--- src/rtl/booth_seq_multiplier.sv ---
// Sequential signed radix-2 Booth multiplier.
// Spends one clock per operand bit. The product register holds the last
// completed result so the ALU result selector can sample it at any time.
module booth_seq_multiplier #(
    parameter int unsigned WIDTH = 8,
    parameter int unsigned CNT_W = 4
) (
    input  logic                 clk,
    input  logic                 rst,
    input  logic                 start,
    input  logic [WIDTH-1:0]     a,
    input  logic [WIDTH-1:0]     b,
    output logic                 busy,
    output logic                 done,
    output logic [2*WIDTH-1:0]   mul_answer
);

    localparam int unsigned PROD_W = 2 * WIDTH;
    localparam int unsigned ACC_W  = WIDTH + 1;

    localparam logic [1:0] IDLE = 2'd0;
    localparam logic [1:0] CALC = 2'd1;
    localparam logic [1:0] DONE = 2'd2;

    localparam logic [CNT_W-1:0] LAST_STEP = CNT_W'(WIDTH - 1);

    // Control state
    logic [1:0]        state;
    logic [1:0]        state_n;
    logic              busy_n;
    logic              done_n;

    // Datapath registers: {acc, q_reg, q_m1} is the Booth shift chain
    logic [WIDTH-1:0]  m_reg;
    logic [WIDTH-1:0]  m_n;
    logic [WIDTH-1:0]  q_reg;
    logic [WIDTH-1:0]  q_n;
    logic [ACC_W-1:0]  acc;
    logic [ACC_W-1:0]  acc_n;
    logic              q_m1;
    logic              q_m1_n;
    logic [CNT_W-1:0]  cnt;
    logic [CNT_W-1:0]  cnt_n;
    logic [PROD_W-1:0] answer_n;

    // Booth step results
    logic [ACC_W-1:0]  m_ext;
    logic [ACC_W-1:0]  step_sum;
    logic [ACC_W-1:0]  sh_acc;
    logic [WIDTH-1:0]  sh_q;
    logic              load_c;

    // Operands are accepted only when no iteration is in progress
    assign load_c = start && ((state == IDLE) || (state == DONE));

    // One Booth add/subtract followed by the arithmetic right shift
    always_comb begin
        m_ext = {m_reg[WIDTH-1], m_reg};
        unique case ({q_reg[0], q_m1})
            2'b01:   step_sum = acc + m_ext;
            2'b10:   step_sum = acc - m_ext;
            default: step_sum = acc;
        endcase
        sh_acc = {step_sum[ACC_W-1], step_sum[ACC_W-1:1]};
        sh_q   = {step_sum[0], q_reg[WIDTH-1:1]};
    end

    // Next-state and next-datapath logic
    always_comb begin
        state_n  = state;
        m_n      = m_reg;
        q_n      = q_reg;
        acc_n    = acc;
        q_m1_n   = q_m1;
        cnt_n    = cnt;
        answer_n = mul_answer;
        busy_n   = 1'b0;
        done_n   = 1'b0;

        unique case (state)
            IDLE, DONE: begin
                state_n = IDLE;
                if (load_c) begin
                    state_n = CALC;
                    m_n     = a;
                    q_n     = b;
                    acc_n   = '0;
                    q_m1_n  = 1'b0;
                    cnt_n   = '0;
                end
            end
            CALC: begin
                acc_n  = sh_acc;
                q_n    = sh_q;
                q_m1_n = q_reg[0];
                cnt_n  = cnt + CNT_W'(1);
                if (cnt == LAST_STEP) begin
                    state_n  = DONE;
                    // The full product always fits in the low 2*WIDTH bits
                    answer_n = {sh_acc[WIDTH-1:0], sh_q};
                end
            end
            default: begin
                state_n = IDLE;
            end
        endcase

        busy_n = (state_n == CALC);
        done_n = (state_n == DONE);
    end

    // State register with registered status decodes
    always_ff @(posedge clk or posedge rst) begin
        if (rst) begin
            state <= IDLE;
            busy  <= 1'b0;
            done  <= 1'b0;
        end else begin
            state <= state_n;
            busy  <= busy_n;
            done  <= done_n;
        end
    end

    // Datapath and result registers
    always_ff @(posedge clk or posedge rst) begin
        if (rst) begin
            m_reg      <= '0;
            q_reg      <= '0;
            acc        <= '0;
            q_m1       <= 1'b0;
            cnt        <= '0;
            mul_answer <= '0;
        end else begin
            m_reg      <= m_n;
            q_reg      <= q_n;
            acc        <= acc_n;
            q_m1       <= q_m1_n;
            cnt        <= cnt_n;
            mul_answer <= answer_n;
        end
    end

endmodule

--- config.mk ---
export PLATFORM = sky130hd
export DESIGN_NAME = booth_seq_multiplier
export DESIGN_NICKNAME = d
export VERILOG_FILES = /design/src/rtl/booth_seq_multiplier.sv
export SDC_FILE = /design/constraint.sdc
export NUM_CORES = 1
export LEC_CHECK = 0
export ABC_AREA = 1
export CAP_MARGIN = 20
export CORE_MARGIN = 1.5
export CORE_UTILIZATION = 55
export CTS_CLUSTER_SIZE = 14
export DETAILED_ROUTE_END_ITERATION = 6
export PLACE_DENSITY_LB_ADDON = 0.08
export SYNTH_ARGS = -nofsm -noshare
export SYNTH_HDL_FRONTEND = slang
export SYNTH_SLANG_ARGS = --single-unit
--- constraint.sdc ---
create_clock -name clk -period 5 [get_ports clk]
set_input_delay 1.5 -clock clk [delete_from_list [all_inputs] [get_ports clk]]
set_output_delay 1.5 -clock clk [all_outputs]
set_load 0.05 [all_outputs]
Word level (Yosys, flattened, before mapping). Index checks and enable logic that the tools add are counted.

Bits in registers: 50. Input port bits: 19. Output and inout bits: 18.

$add $sub $neg: 3. Eq/ne operators: 8. Mux-type cells: 12. Reduce and logical (&&, ||, !) cells: 8.

Operator list (count): case mux 9 bit (2 select lines) (2); case mux 8 bit (2 select lines) (1); adder 9 bit (1); two-way mux 9 bit (1); subtractor 9 bit (1); two-way mux 8 bit (1); case mux 4 bit (2 select lines) (1); equality test 2 x 1 -> 1 bit, second input constant (3); equality test 2 bit, second input constant (3); AND reduction 2 bit (3); adder 4 x 1 -> 4 bit, second input constant (1); equality test 4 x 3 -> 1 bit, second input constant (1); two-way mux 4 bit (1); case mux 2 bit (2 select lines) (1); zero test 2 bit (1); two-way mux 1 bit (2); two-way mux 2 bit (1); != test 2 bit, second input constant (1); case mux 1 bit (2 select lines) (1); nonzero test 2 bit (1); OR reduction 2 bit (1); logical AND 1 bit (1); logical OR 1 bit (1).

Logic depth before layout (Yosys ltp). Gate-level depths: netlist (run 1).

Word-level depth: 6. Depth in mapped cells: 20. Depth with buffers taken out: 20.

Worst setup path after synthesis (run 1). Ideal clock, no wire load.

Path type: register to register. From: reg m_reg[0]. To: reg mul_answer[15]. Arrival time: 2107 ps. Required time: 4882 ps. Path slack: 2775 ps. Cell stages (with the launch flop): 20. Clock period less this slack: 2225 ps. Cells stage by stage: dfrtp_1 -> inv_1 -> ha_1 -> nand2_2 -> nor2_2 -> nor2_1 -> a21oi_1 -> xnor2_1 -> inv_1 -> ha_1 -> nand2_2 -> inv_1 -> nand2_1 -> nand2_1 -> a21oi_1 -> nand2_1 -> nand4_1 -> nand2_1 -> nand2_1 -> nand2_1.

Cells in the longest elaborated chain, start to end: 2.

Ends and longest elaborated chain: start: declaration (line 34) `logic [WIDTH-1:0] m_reg;`; start signal: assignment (line 135) `m_reg <= m_n;`; subtractor 9 bit / adder 9 bit (equally long branches) (line 61, 60); case mux 9 bit (2 select lines) * (line 59) `unique case ({q_reg[0], q_m1})`; end signal: assignment (line 140) `mul_answer <= answer_n;`; end: declaration (line 15) `output logic [2*WIDTH-1:0] mul_answer`.

Every way passes the cells marked *; elsewhere a longest branch is shown, timed or not. A chain may end at the register's enable or synchronous reset.

Final worst setup path (run 1).
From: reg mul_answer[2]. To: out mul_answer[2].

No word-level cell between the ends.

==> impl_metrics.env, run 1 <==
export IMPL_status="finished with violations"
export IMPL_violations="DRC"
export IMPL_syn_avg_cell_area_um2=8.42
export IMPL_largest_register="mul_answer"
export IMPL_avgViaCountPerCell=5.30
export IMPL_worstPathArrival_ps=1490
export IMPL_slowest_delay_ps=810
export IMPL_seq_area_frac_synth_pct=47.6
export IMPL_n_fill_cell=382
export IMPL_layout_min_cycle_time_ps=2990
export IMPL_cts_setup_buffers=0
export IMPL_via_count=2093
export IMPL_initial_core_util_pct=58.0
export IMPL_avgRoutedWirePerCell_um=13.6
export IMPL_insertion_delay_ps=310
export IMPL_final_nets=373
export IMPL_io_buffers=36
export IMPL_coreArea_um2=4440
export IMPL_crit_path_start_kind="register"
export IMPL_cp_cell_sequence="clkdlybuf4s50_1"
export IMPL_clock_sinks=49
export IMPL_tightest_slew_ps=904
export IMPL_grt_pass1_wl_mm=9.09
export IMPL_finClkSkew_ps=9.09
export IMPL_min_path_type="reg -> reg"
export IMPL_required_ps=3500
export IMPL_drive_gt1_share_pct=11.1
export IMPL_rows=24
export IMPL_die_y_um=71.4
export IMPL_cts_tree="done"
export IMPL_cp_depth=1
export IMPL_drt_iter0_drc=127
export IMPL_setup_viol=0
export IMPL_diodes=0
export IMPL_ys_types=31
export IMPL_yosys_warnings=0
export IMPL_routed_wl_mm=5.39
export IMPL_r2r_worst_path_cells=14
export IMPL_dp_hpwl_mm=3.95
export IMPL_hold_viol=0
export IMPL_syn2layout_area_growth_pct=19.4
export IMPL_h_tree_depth=2
export IMPL_die_area_um2=5100
export IMPL_first_pass_iters=6
export IMPL_finalCritPeriodShare_pct=59.7
export IMPL_netlist_area_um2=2580
export IMPL_numCtsBuffers=5
export IMPL_cp_slowest_cell="clkdlybuf4s50_1"
export IMPL_syn_nets=337
export IMPL_drc=2
export IMPL_grt_ovfl_total=0
export IMPL_largest_register_ffs=16
export IMPL_io_pins=37
export IMPL_fin_setup_tns_ps=0
export IMPL_grt_use_total_pct=22.9
export IMPL_drv_cap=0
export IMPL_cts_root_buf="clkbuf_8"
export IMPL_grt_pass1_vias=1949
export IMPL_clkTransAtPathRegs_ps=100
export IMPL_die_x_um=71.4
export IMPL_drtAntennaViolNets=0
export IMPL_grt_setup_unrepaired="no"
export IMPL_synth_seq_cells=49
export IMPL_syn_inst=306
export IMPL_path_max_fanout=2
export IMPL_worstSetupEndpointType="output pin"
export IMPL_antenna_found_initial=0
export IMPL_hold_depth=2
export IMPL_cts_repair_resized=0
export IMPL_relSlewSlack_pct=39.6
export IMPL_cp_top_family="buffers and inverters"
export IMPL_clockBufferDepth=2
export IMPL_cp_num_buf_inv=1
export IMPL_worstSetupPathType="reg -> out"
export IMPL_max_freq_mhz=335
export IMPL_gp_congestion=0.921
export IMPL_grt_max_degree=50
export IMPL_cts_hold_buf=0
export IMPL_slew_violations=0
-- cell type report --
cell class	instances	area [µm²]	share of cell area (%)
clock buffer	6	82.6	2.68
clock inverter	2	17.5	0.569
inverter	41	155	5.04
multi-input combinational	208	1150	37.4
sequential	49	1230	39.9
tap	52	65.1	2.11
timing repair buffer	37	380	12.4
-- cell usage after synthesis --
master | instances | share of area, %
nand3_1 | 10 | 1.9
o21ai_0 | 18 | 3.5
or2_1 | 2 | 0.49
nor2_4 | 1 | 0.44
a21boi_2 | 1 | 0.44
nand2_2 | 7 | 1.7
buf_6 | 1 | 0.44
nand4_1 | 1 | 0.24
nor2_1 | 8 | 1.2
a22o_1 | 2 | 0.68
nand2_1 | 95 | 14
nor2_2 | 4 | 0.97
o21ai_2 | 6 | 2.0
xnor2_1 | 2 | 0.68
mux2i_1 | 2 | 0.78
o221ai_1 | 7 | 2.4
clkinv_2 | 1 | 0.19
inv_1 | 33 | 4.8
inv_2 | 7 | 1.0
fa_1 | 1 | 0.78
clkbuf_1 | 1 | 0.15
ha_1 | 11 | 5.3
dfrtp_1 | 49 | 48
o21a_1 | 1 | 0.29
a21oi_1 | 12 | 2.3
xor2_1 | 5 | 1.7
a21oi_2 | 1 | 0.34
o21ai_1 | 5 | 0.97
buf_2 | 6 | 1.2
o211ai_1 | 3 | 0.87
o22ai_1 | 3 | 0.73
-- cell usage in the layout, fill, tap and decap left out, types with 8 or more instances in the layout --
cell type,netlist,routed
a21oi_1,12,12
dfrtp_1,49,49
clkdlybuf4s50_1,0,36
inv_2,7,8
o21ai_0,18,18
inv_1,33,32
nand3_1,10,10
nor2_1,8,8
ha_1,11,11
nand2_1,95,95
-- logic make-up (layout without fill, tap and decap cells) --
| kind of cell | count (synthesis) | in the layout | share of synthesized area [%] |
|---|---|---|---|
| and+or+nand+nor | 128 | 128 | 20.8 |
| adders and majority gates | 12 | 12 | 6.12 |
| xor gates and xnor gates | 7 | 7 | 2.38 |
| DFF | 49 | 49 | 47.6 |
| muxes | 2 | 2 | 0.777 |
| buffers and inverters | 49 | 86 | 7.77 |
| AOI/OAI and AO/OA | 59 | 59 | 14.6 |
-- routing by layer --
layer | up-vias | GRT usage, % | routed length (µm)
li1 | 1064 | - | -
met1 | 977 | 30.1 | 2490
met2 | 45 | 38.3 | 2640
met3 | 7 | 4.36 | 181
met4 | 0 | 7.91 | 76
met5 | - | 0 | 0
-- per-stage QoR --
step	std cells	utilization, %	worst slack (ps)	hold WS [ps]	cell area [µm²]
6_report	395	69.2	2010	483	3080
5_1_grt	395	69.2	1980	505	3080
4_1_cts	394	68.8	2010	488	3060
3_5_place_dp	386	66.5	2060	465	2960
3_3_place_gp	386	66.5	2120	464	2960
2_1_floorplan	306	-	2330	460	2580
-- worst paths after layout --
kind                           startpoint             end  slack, ps
setup / recovery            mul_answer[2]   mul_answer[2]       2010
hold / removal             mul_answer[14]  mul_answer[14]        480
setup reg to reg                     q_m1  mul_answer[13]       2470
hold reg to reg            mul_answer[14]  mul_answer[14]        480
max in group asynchronous             rst        m_reg[7]       3180
min in group asynchronous             rst   mul_answer[2]       1370
Power of run 1 is not shown: default switching activity piles up to over one toggle a cycle in this logic, so the estimate is an artifact.
==> run 2: changes to the inputs <==
--- a/config.mk
+++ b/config.mk
@@ -8,7 +8,7 @@
 export ABC_AREA = 1
 export CAP_MARGIN = 20
 export CORE_MARGIN = 1.5
-export CORE_UTILIZATION = 55
+export CORE_UTILIZATION = 54
 export CTS_CLUSTER_SIZE = 14
 export DETAILED_ROUTE_END_ITERATION = 6
 export PLACE_DENSITY_LB_ADDON = 0.08
==> constraint.sdc (replaced) <==
create_clock -name clk -period 2.93 [get_ports clk]
set_input_delay 0.879 -clock clk [delete_from_list [all_inputs] [get_ports clk]]
set_output_delay 0.879 -clock clk [all_outputs]
set_load 0.05 [all_outputs]
==> run 2 against run 1 <==
Against the previous run:
- the run now ends clean
- global-route usage decreased by 0.073 points
- highest routed layer unchanged
- first-iteration DRC count decreased by 16%
- register-to-register slack worse by 2200 ps
- flip-flop and latch count unchanged
==> impl_metrics.env, run 2 (synthesis results as in run 1) <==
export IMPL_cts_repair_resized=0
export IMPL_avgViaCountPerCell=5.25
export IMPL_cp_cell_sequence="inv_1 > ha_1 > nand2_2 > nor2_2 > nor2_1 > a21oi_1 > xnor2_1 > inv_1 > ha_1 > nand2_2 > inv_1 > nand2_1 > nand2_1 > a21oi_1 > nand2_1 > nand3_1 > nand2_1 > nand2_1 > nand2_1 > nand2_1"
export IMPL_min_path_type="reg -> reg"
export IMPL_cts_root_buf="clkbuf_8"
export IMPL_relSlewSlack_pct=59.8
export IMPL_die_x_um=72.1
export IMPL_h_tree_depth=2
export IMPL_grt_setup_unrepaired="no"
export IMPL_final_cell_mix="95 x nand2_1, 49 x dfrtp_1, 36 x clkdlybuf4s50_1"
export IMPL_rows=24
export IMPL_clock_sinks=49
export IMPL_drt_iter0_drc=107
export IMPL_insertion_delay_ps=310
export IMPL_crit_path_start_kind="register"
export IMPL_status="completed"
export IMPL_final_nets=375
export IMPL_drc=0
export IMPL_cts_hold_buf=0
export IMPL_largest_register="mul_answer"
export IMPL_drive_gt1_share_pct=11.3
export IMPL_finClkSkew_ps=12.0
export IMPL_coreArea_um2=4470
export IMPL_cts_tree="done"
export IMPL_die_area_um2=5190
export IMPL_grt_max_degree=29
export IMPL_layout_min_cycle_time_ps=2620
export IMPL_routed_wl_mm=5.34
export IMPL_numCtsBuffers=5
export IMPL_fin_setup_tns_ps=0
export IMPL_cts_setup_buffers=0
export IMPL_setup_viol=0
export IMPL_max_freq_mhz=381
export IMPL_crit_path_frequent_cell="nand2_1"
export IMPL_via_count=2084
export IMPL_syn2layout_area_growth_pct=19.0
export IMPL_path_max_fanout=5
export IMPL_gp_congestion=0.879
export IMPL_slowest_delay_ps=390
export IMPL_grt_ovfl_total=0
export IMPL_initial_core_util_pct=57.6
export IMPL_grt_pass1_wl_mm=9.22
export IMPL_cp_slowest_cell="dfrtp_1"
export IMPL_drv_cap=0
export IMPL_clockBufferDepth=2
export IMPL_required_ps=3180
export IMPL_n_fill_cell=369
export IMPL_clkTransAtPathRegs_ps=90
export IMPL_worstSetupPathType="reg -> reg"
export IMPL_io_pins=37
export IMPL_largest_register_ffs=16
export IMPL_first_pass_iters=5
export IMPL_grt_use_total_pct=22.9
export IMPL_finalCritPeriodShare_pct=89.6
export IMPL_final_common_cell="nand2_1"
export IMPL_diodes=0
export IMPL_slew_violations=0
export IMPL_drtAntennaViolNets=0
export IMPL_hold_viol=0
export IMPL_avgRoutedWirePerCell_um=13.4
export IMPL_io_buffers=36
export IMPL_antenna_found_initial=0
export IMPL_tightest_slew_ps=603
export IMPL_die_y_um=72.1
export IMPL_dp_hpwl_mm=3.99
export IMPL_worstSetupEndpointType="register"
export IMPL_grt_pass1_vias=2079
export IMPL_worstPathArrival_ps=2870
run 2: per-layer routing:
metal | routed length [µm] | share of wire, % | track usage, % | up-vias
met5 | 0 | 0 | 0 | -
met4 | 65 | 1.2 | 7.34 | 0
met3 | 162 | 3.0 | 4.31 | 7
met2 | 2600 | 49 | 38.3 | 36
met1 | 2510 | 47 | 30.2 | 984
li1 | - | - | - | 1057
run 2: path summary, 6_finish.rpt:
check | startpoint | to | slack, ps | cells past startpoint
worst max-delay path | m_reg[0] | mul_answer[15] | 310 | 20
worst min-delay path | mul_answer[7] | mul_answer[7] | 480 | 2
worst max register to register | m_reg[0] | mul_answer[15] | 310 | 20
worst min register to register | mul_answer[7] | mul_answer[7] | 480 | 2
max in group asynchronous | rst | m_reg[1] | 1370 | 3
min in group asynchronous | rst | done | 950 | 2
run 2: cell type report:
cell class	count	area, µm²	area share, %
clock inverters	2	13.8	0.449
inverters	41	155	5.06
flip-flops and latches	49	1230	40.0
multi-input cells	208	1150	37.5
clock buffers	6	72.6	2.37
well taps	52	65.1	2.12
repair buffers	39	383	12.5
run 2: metrics by stage:
| stage | util [%] | instance area [µm²] | cells | worst slack [ps] | hold WS, ps |
|---|---|---|---|---|---|
| floorplan | - | 2580 | 306 | 705 | 460 |
| global placement | 66.6 | 2980 | 389 | 355 | 463 |
| detailed placement | 66.6 | 2980 | 389 | 328 | 465 |
| CTS | 68.5 | 3070 | 397 | 304 | 489 |
| global route | 68.5 | 3070 | 397 | 39.1 | 498 |
| finish | 68.5 | 3070 | 397 | 306 | 483 |
run 2: worst max-delay path: cells and delay by family (launching register included):
kind | cells | cell delay (ps)
AND/OR/NAND/NOR | 12 | 960
adder cells (fa/ha/maj) | 2 | 540
flip-flops | 1 | 390
AO/OA/AOI/OAI | 2 | 300
buffers and inverters | 3 | 220
XOR/XNOR | 1 | 150
Power of run 2 is left out for the same reason.
==> run 3: changes to the inputs <==
--- a/config.mk
+++ b/config.mk
@@ -11,7 +11,9 @@
 export CORE_UTILIZATION = 54
 export CTS_CLUSTER_SIZE = 14
 export DETAILED_ROUTE_END_ITERATION = 6
+export GPL_TIMING_DRIVEN = 1
 export PLACE_DENSITY_LB_ADDON = 0.08
+export SLEW_MARGIN = 20
 export SYNTH_ARGS = -nofsm -noshare
 export SYNTH_HDL_FRONTEND = slang
 export SYNTH_SLANG_ARGS = --single-unit
==> constraint.sdc (replaced) <==
create_clock -name clk -period 2.7 [get_ports clk]
set_input_delay 0.81 -clock clk [delete_from_list [all_inputs] [get_ports clk]]
set_output_delay 0.81 -clock clk [all_outputs]
set_load 0.05 [all_outputs]
==> run 3 against run 2 <==
Against the previous run:
- sequential share of layout area down 0.91 points
- flip-flop and latch count unchanged
- global-route usage up 0.76 points
- via count up 3.0%
- count of clock-buffer cells in the layout down 1
- utilization up 1.6 points
- routed wire length up 0.90%
- critical endpoint is now acc[7]
- highest routed layer unchanged
==> impl_metrics.env, run 3 (synthesis results as in run 1) <==
export IMPL_status="completed"
export IMPL_drtAntennaViolNets=0
export IMPL_cp_cell_sequence="inv_2 > ha_2 > nand2_2 > nor2_4 > nor2_1 > a21oi_2 > xnor2_2 > inv_1 > ha_4 > nand2_2 > nor2_2 > nand2_2 > nand3_1 > nand2_1 > nand3_1 > nand2_1 > nand2_1 > nand2_1 > nand2_1"
export IMPL_initial_core_util_pct=57.6
export IMPL_die_area_um2=5190
export IMPL_final_common_cell="nand2_1"
export IMPL_cts_root_buf="clkbuf_8"
export IMPL_drt_iter0_drc=92
export IMPL_numCtsBuffers=5
export IMPL_dp_hpwl_mm=3.95
export IMPL_crit_path_frequent_cell="nand2_1"
export IMPL_avgViaCountPerCell=5.39
export IMPL_layout_min_cycle_time_ps=2400
export IMPL_final_nets=376
export IMPL_largest_register_ffs=16
export IMPL_syn2layout_area_growth_pct=21.8
export IMPL_hold_viol=0
export IMPL_min_path_type="reg -> reg"
export IMPL_setup_viol=0
export IMPL_drc=0
export IMPL_drv_cap=0
export IMPL_io_pins=37
export IMPL_rows=24
export IMPL_grt_ovfl_total=0
export IMPL_cp_slowest_cell="dfrtp_1"
export IMPL_final_cell_mix="95 x nand2_1, 49 x dfrtp_1, 36 x clkdlybuf4s50_1"
export IMPL_grt_pass1_wl_mm=9.36
export IMPL_via_count=2146
export IMPL_grt_use_total_pct=23.6
export IMPL_avgRoutedWirePerCell_um=13.5
export IMPL_path_max_fanout=5
export IMPL_n_fill_cell=381
export IMPL_diodes=0
export IMPL_coreArea_um2=4470
export IMPL_slowest_delay_ps=410
export IMPL_antenna_found_initial=0
export IMPL_max_freq_mhz=417
export IMPL_grt_max_degree=50
export IMPL_slew_violations=0
export IMPL_clock_sinks=49
export IMPL_relSlewSlack_pct=60.1
export IMPL_die_y_um=72.1
export IMPL_cp_top_family="simple AND/OR/NAND/NOR gates"
export IMPL_cts_hold_buf=0
export IMPL_grt_pass1_vias=2022
export IMPL_worstPathArrival_ps=2660
export IMPL_insertion_delay_ps=310
export IMPL_setup_slack_ps=299
export IMPL_drive_gt1_share_pct=14.2
export IMPL_worstSetupEndpointType="register"
export IMPL_largest_register="mul_answer"
export IMPL_cts_tree="done"
export IMPL_dp_slack_ps=73.8
export IMPL_h_tree_depth=2
export IMPL_die_x_um=72.1
export IMPL_tightest_slew_ps=598
export IMPL_finalCritPeriodShare_pct=88.9
export IMPL_clkTransAtPathRegs_ps=100
export IMPL_clockBufferDepth=2
export IMPL_finClkSkew_ps=9.04
export IMPL_crit_path_start_kind="register"
export IMPL_worstSetupPathType="reg -> reg"
export IMPL_cp_num_buf_inv=2
export IMPL_required_ps=2950
export IMPL_first_pass_iters=4
export IMPL_gp_congestion=0.879
export IMPL_io_buffers=36
export IMPL_routed_wl_mm=5.38
run 3: changes by cell type in the layout (fill, tap and decap cells not counted), moves of 2 or more:
| cell | change |
|---|---|
| a21oi_1 | -2 |
| a21oi_2 | +2 |
| ha_1 | -3 |
| ha_2 | +2 |
| inv_1 | -2 |
| inv_2 | +2 |
run 3: worst paths after layout:
check,from,to,slack (ps),cells past startpoint
min in group asynchronous,rst,mul_answer[11],970,3
setup reg to reg,m_reg[0],acc[7],300,19
setup / recovery,m_reg[0],acc[7],300,19
max in group asynchronous,rst,m_reg[7],1320,3
hold / removal,mul_answer[6],mul_answer[6],490,2
hold reg to reg,mul_answer[6],mul_answer[6],490,2
run 3: repair_timing:
action,in CTS,in global routing
gates resized for setup,0,10
setup buffers,0,0
setup endpoints to repair,0,4
run 3: routing by layer:
layer | vias to the layer above | global-route usage (%) | wire length (µm) | share of wire [%]
met2 | 60 | 37.2 | 2640 | 49
met1 | 1017 | 32.8 | 2350 | 44
met4 | 0 | 9.22 | 75 | 1.4
met5 | - | 0 | 0 | 0
li1 | 1065 | - | - | -
met3 | 4 | 4.17 | 317 | 5.9
run 3: worst reg2reg max path, delay by kind of cell (launching register included):
family / cells / cell delay, ps
AND/OR/NAND/NOR: 13 / 1020
adder cells (fa/ha/maj): 2 / 470
flip-flops: 1 / 410
AO/OA/AOI/OAI: 1 / 170
buffers and inverters: 2 / 170
XOR/XNOR: 1 / 130
run 3: cell type report:
type | instances | area, µm² | area share [%]
Clock inverter | 3 | 43.8 | 1.40
Inverter | 41 | 155 | 4.95
Sequential cell | 49 | 1230 | 39.1
Tap cell | 52 | 65.1 | 2.07
Clock buffer | 5 | 68.8 | 2.19
Multi-Input combinational cell | 208 | 1190 | 37.9
Timing Repair Buffer | 40 | 390 | 12.4
run 3: stage by stage:
stage               util [%]  hold slack [ps]  setup TNS [ps]  cell area [µm²]  cells
floorplan                  -              460               0             2580    306
global route            70.1              519          -0.411             3140    398
finish                  70.1              488               0             3140    398
CTS                     69.3              494               0             3100    398
detailed placement      66.8              472               0             2990    390
global placement        66.8              461               0             2990    390
Power of run 3 is left out for the same reason.
